## src/rtl/sram_1rw_arbiter.sv

```systemverilog
`default_nettype none
// ============================================================================
// Module      : sram_1rw_arbiter
// Description : Two-requester arbiter in front of a single-port (1RW) SRAM.
//               Round-robin by default; define SRAM_ARB_FIXED_PRIORITY_EN
//               to give p0 fixed priority instead.
// Revision    : 1.0 - initial release
// ============================================================================
module sram_1rw_arbiter #(
    parameter int DATA_WIDTH = 8,
    parameter int DEPTH      = 32,
    parameter int ADDR_WIDTH = $clog2(DEPTH)
) (
    input  logic                  clk,
    input  logic                  rst,

    input  logic                  p0_valid,
    output logic                  p0_ready,
    input  logic                  p0_we,
    input  logic [ADDR_WIDTH-1:0] p0_addr,
    input  logic [DATA_WIDTH-1:0] p0_wdata,
    input  logic [DATA_WIDTH-1:0] p0_wmask,
    output logic                  p0_rvalid,
    output logic [DATA_WIDTH-1:0] p0_rdata,

    input  logic                  p1_valid,
    output logic                  p1_ready,
    input  logic                  p1_we,
    input  logic [ADDR_WIDTH-1:0] p1_addr,
    input  logic [DATA_WIDTH-1:0] p1_wdata,
    input  logic [DATA_WIDTH-1:0] p1_wmask,
    output logic                  p1_rvalid,
    output logic [DATA_WIDTH-1:0] p1_rdata,

    output logic                  a_re,
    output logic                  a_we,
    output logic [ADDR_WIDTH-1:0] a_addr,
    output logic [DATA_WIDTH-1:0] a_data_in,
    output logic [DATA_WIDTH-1:0] a_wmask,
    input  logic [DATA_WIDTH-1:0] a_data_out
);

    logic                  w_grant0;
    logic                  w_grant1;
    logic                  w_any;
    logic                  w_sel_we;
    logic [ADDR_WIDTH-1:0] w_sel_addr;
    logic [DATA_WIDTH-1:0] w_sel_wdata;
    logic [DATA_WIDTH-1:0] w_sel_wmask;

    logic                  r_rd_valid;
    logic                  r_rd_tag;

`ifdef SRAM_ARB_FIXED_PRIORITY_EN
    assign w_grant0 = ~rst & p0_valid;
    assign w_grant1 = ~rst & p1_valid & ~p0_valid;
`else
    // r_last_grant = 1 means p1 was granted most recently, so p0 wins next.
    logic r_last_grant;

    assign w_grant0 = ~rst & p0_valid & (~p1_valid | r_last_grant);
    assign w_grant1 = ~rst & p1_valid & (~p0_valid | ~r_last_grant);

    always_ff @(posedge clk or posedge rst) begin
        if (rst) begin
            r_last_grant <= 1'b1;
        end else if (w_any) begin
            r_last_grant <= w_grant1;
        end
    end
`endif

    assign w_any    = w_grant0 | w_grant1;
    assign p0_ready = w_grant0;
    assign p1_ready = w_grant1;

    assign w_sel_we    = w_grant1 ? p1_we    : p0_we;
    assign w_sel_addr  = w_grant1 ? p1_addr  : p0_addr;
    assign w_sel_wdata = w_grant1 ? p1_wdata : p0_wdata;
    assign w_sel_wmask = w_grant1 ? p1_wmask : p0_wmask;

    always_comb begin
        a_re      = 1'b0;
        a_we      = 1'b0;
        a_addr    = '0;
        a_data_in = '0;
        a_wmask   = '0;
        if (w_any) begin
            a_addr = w_sel_addr;
            if (w_sel_we) begin
                a_we      = 1'b1;
                a_data_in = w_sel_wdata;
                a_wmask   = w_sel_wmask;
            end else begin
                a_re = 1'b1;
            end
        end
    end

    // Response owner: valid flag plus 1-bit requester tag for the read in flight.
    always_ff @(posedge clk or posedge rst) begin
        if (rst) begin
            r_rd_valid <= 1'b0;
            r_rd_tag   <= 1'b0;
        end else begin
            r_rd_valid <= w_any & ~w_sel_we;
            r_rd_tag   <= w_grant1;
        end
    end

    assign p0_rvalid = r_rd_valid & ~r_rd_tag;
    assign p1_rvalid = r_rd_valid &  r_rd_tag;
    assign p0_rdata  = p0_rvalid ? a_data_out : '0;
    assign p1_rdata  = p1_rvalid ? a_data_out : '0;

endmodule
`default_nettype wire

```

## config.mk

```make
export PLATFORM = sky130hd
export DESIGN_NAME = sram_1rw_arbiter
export DESIGN_NICKNAME = d
export VERILOG_FILES = /design/src/rtl/sram_1rw_arbiter.sv
export SDC_FILE = /design/constraint.sdc
export NUM_CORES = 1
export LEC_CHECK = 0
export CORE_ASPECT_RATIO = 2
export CORE_MARGIN = 3
export CORE_UTILIZATION = 22
export CTS_CLUSTER_SIZE = 16
export DETAILED_ROUTE_END_ITERATION = 16
export PLACE_DENSITY_LB_ADDON = 0.15
export SLEW_MARGIN = 10
export SYNTH_ARGS = -nofsm -noshare
export SYNTH_HDL_FRONTEND = slang
export SYNTH_SLANG_ARGS = --single-unit
```

## constraint.sdc

```tcl
create_clock -name clk -period 1.53 [get_ports clk]
set_input_delay 0.306 -clock clk [delete_from_list [all_inputs] [get_ports clk]]
set_output_delay 0.306 -clock clk [all_outputs]
set_load 0.03 [all_outputs]
```

==> results of run 1 <==
## metal layers
| layer | part of all wire | up-vias |
|---|---|---|
| met5 | 0 | - |
| met4 | 0.022 | 0 |
| met3 | 0.085 | 10 |
| met2 | 0.59 | 78 |
| met1 | 0.30 | 618 |
| li1 | - | 646 |
## power by group
part	switching (W)	internal [W]
clock network	0.0000641	0.000179
logic	0.000402	0.000460
registers	0.0000116	0.0000931
## cells in the final DEF (no fill, tap or decap), types with 2 or more instances in the layout
cell type / count
a211oi_2: 6
a211oi_4: 10
a21bo_4: 2
a22o_4: 5
and2_1: 9
and3_1: 8
buf_12: 3
buf_4: 60
buf_6: 26
clkbuf_8: 3
clkdlybuf4s50_1: 52
dfrtp_1: 2
nand3_1: 6
nand3_2: 7
nand3_4: 3
nor2b_4: 2
o21ai_0: 12
o21ai_1: 4
## cell families (layout without fill, tap and decap cells)
logic type             Yosys count  after routing  share of synthesized area
AO/OA/AOI/OAI                   43             44                     0.5076
buffers and inverters           12            150                    0.08627
flip-flops                       3              3                     0.1032
AND/OR/NAND/NOR                 40             40                     0.3029
## worst max-delay path, stage by stage, from the launching register on
cell and delay [ns]:
dfstp_2 0.39, buf_6 0.12, a21boi_4 0.28, buf_6 0.20, nand3_2 0.10, a211oi_4 0.22, buf_6 0.16
## layout make-up
cell class | count | area [um^2]
timing repair buffer | 144 | 1349
multi-input combinational | 84 | 877.1
fill | 250 | 799.5
sequential | 3 | 76.32
clock buffer | 4 | 45.04
tap | 31 | 38.79
inverter | 2 | 7.507
## registers in the layout, indices dropped and copies added (netlist names)
signal / count
r_last_grant: 1
r_rd_tag: 1
r_rd_valid: 1
## timing repair
item                                    4_1_cts  5_1_grt
pin swaps                                    10       10
setup buffers                                 4        0
resized for setup                            43        9
hold endpoints to repair                      0        0
hold buffers                                  0        0
cloned                                        2        0
endpoints found under the setup margin       34       32
## worst max-delay path by stage
stage | start | endpoint | slack (ns)
floorplan | r_last_grant | a_data_in[0] | -0.22
global placement | p0_valid | a_data_in[1] | -0.59
detailed placement | p0_valid | a_data_in[2] | -0.64
CTS | r_last_grant | a_data_in[2] | -0.49
global route | r_last_grant | a_wmask[0] | -0.54
finish | r_last_grant | a_data_in[4] | -0.48
## metrics by stage
stage | setup WS (ns) | utilization | hold WS, ns | TNS, ns
after floorplan | -0.2249 | - | 0.3760 | -3.315
after global placement | -0.5864 | 0.6567 | 0.5151 | -13.00
after detailed placement | -0.6387 | 0.6567 | 0.5241 | -13.72
after CTS | -0.4927 | 0.7422 | 0.2941 | -10.69
after global routing | -0.5376 | 0.7496 | 0.3580 | -11.99
final | -0.4770 | 0.7496 | 0.3164 | -10.55
==> impl_metrics.env, run 1 <==
export IMPL_finalPower_w=0.001210
export IMPL_synth_warnings=0
export IMPL_end_kind="output port"
export IMPL_r2r_cells=6
export IMPL_synth_edf_count=0
export IMPL_critPathArrivalTime_ns=1.70
export IMPL_row_count=29
export IMPL_antenna_found_initial=0
export IMPL_port_buffer_count=98
export IMPL_synth_seq_cells=3
export IMPL_hp_class="in -> async"
export IMPL_finalCritPeriodShare=1.312
export IMPL_first_global_vias=1467
export IMPL_fp_dieH_um=87.99
export IMPL_via_count=1352
export IMPL_synthTopCellsByArea="a211oi_2 17%, nand3_1 11%, o21ai_0 11%"
export IMPL_area_delta_synth_final_pct=223.7
export IMPL_status="finished, violations left"
export IMPL_syn_area_um2=739.5
export IMPL_layout_drive_gt1_share=0.5738
export IMPL_synth_cells=98
export IMPL_io_pins=99
export IMPL_cts_tree="yes"
export IMPL_path_clk_slew_ns=0.03
export IMPL_dieArea_mm2=0.004135
export IMPL_leakage_nw=1.024
export IMPL_synth_top_cell_by_area="a211oi_2"
export IMPL_clockBufferDepth=2
export IMPL_setup_violations=25
export IMPL_cts_buffers=3
export IMPL_coreArea_mm2=0.003193
export IMPL_cp_start_kind="register"
export IMPL_use_met1=0.2109
export IMPL_reg2reg_from="r_last_grant"
export IMPL_drt_total_wl_um=4333
export IMPL_async_flop_share=1.000
export IMPL_gp_congestion=0.7433
export IMPL_crit_fanout=6
export IMPL_met2_usage=0.4226
export IMPL_violations="negative setup slack"
export IMPL_dp_hpwl_um=3361
export IMPL_grt_util_met3=0.04115
export IMPL_required_ns=1.22
export IMPL_avgSynthCellArea_um2=7.546
export IMPL_viasPerCell=5.045
export IMPL_slew_headroom=0.7962
export IMPL_wl_per_cell_um=16.17
export IMPL_drt_pass1_iterations=4
export IMPL_clkLatencyLatePin_ns=0.23
export IMPL_ys_types=25
export IMPL_worst_pin_slew_ns=0.3050
export IMPL_setup_slack_ns=-0.4770
export IMPL_placed_area_mm2=0.002097
export IMPL_hold_viol_final=0
export IMPL_ys_seq_area_frac=0.1032
export IMPL_critPathKind="reg -> out"
export IMPL_htreeDepth=1
export IMPL_yosysTopAreaCellShare=0.1692
export IMPL_fmax_mhz=498.3
export IMPL_yosys_top_cells_count="16 x nand3_1, 16 x o21ai_0, 10 x a211oi_2"
export IMPL_root_buffer="clkbuf_8"
export IMPL_grt_overflow_total=0
export IMPL_cts_sinks=3
export IMPL_post_route_min_period_ns=2.007
export IMPL_vdd_ir_drop_max_mv=0.2944
export IMPL_dieWidth_um=47.00
export IMPL_drt_iter0_drc=12
export IMPL_grt_max_degree=12
export IMPL_synth_nets=154
export IMPL_start_util=0.2316
export IMPL_clock_skew_ns=0.003193
export IMPL_nets=294
export IMPL_rsz0062_at_grt="yes"
export IMPL_place_inst=258
export IMPL_grt_usage=0.2182
export IMPL_final_cells=268
export IMPL_ant_nets=0
export IMPL_max_cap_violations=0
export IMPL_slew_viol_final=0
export IMPL_synth_flop_cell="dfrtp_1"
export IMPL_grt_busiest_layer="met2"
export IMPL_p_per_area_mw_per_mm2=505.4
export IMPL_grt_pass1_wl_um=6706
export IMPL_final_area_mm2=0.002394
export IMPL_diodes=0
export IMPL_rrSetupSlack_ns=0.09
export IMPL_drc=0
export IMPL_r2r_end="r_rd_valid"
(Power assumes the default switching activity.)
==> run 2, diff against run 1 <==
--- a/config.mk
+++ b/config.mk
@@ -5,13 +5,13 @@
 export SDC_FILE = /design/constraint.sdc
 export NUM_CORES = 1
 export LEC_CHECK = 0
+export CAP_MARGIN = 15
 export CORE_ASPECT_RATIO = 2
 export CORE_MARGIN = 3
 export CORE_UTILIZATION = 22
 export CTS_CLUSTER_SIZE = 16
 export DETAILED_ROUTE_END_ITERATION = 16
 export PLACE_DENSITY_LB_ADDON = 0.15
-export SLEW_MARGIN = 10
 export SYNTH_ARGS = -nofsm -noshare
 export SYNTH_HDL_FRONTEND = slang
 export SYNTH_SLANG_ARGS = --single-unit
==> results of run 2 <==
The final DEF is identical to that of run 1; final timing and power are the same.
==> run 3, diff against run 2 <==
--- a/config.mk
+++ b/config.mk
@@ -11,6 +11,7 @@
 export CORE_UTILIZATION = 22
 export CTS_CLUSTER_SIZE = 16
 export DETAILED_ROUTE_END_ITERATION = 16
+export HOLD_SLACK_MARGIN = 0.12
 export PLACE_DENSITY_LB_ADDON = 0.15
 export SYNTH_ARGS = -nofsm -noshare
 export SYNTH_HDL_FRONTEND = slang
==> results of run 3 <==
The final DEF is identical to that of run 1; final timing and power are the same.
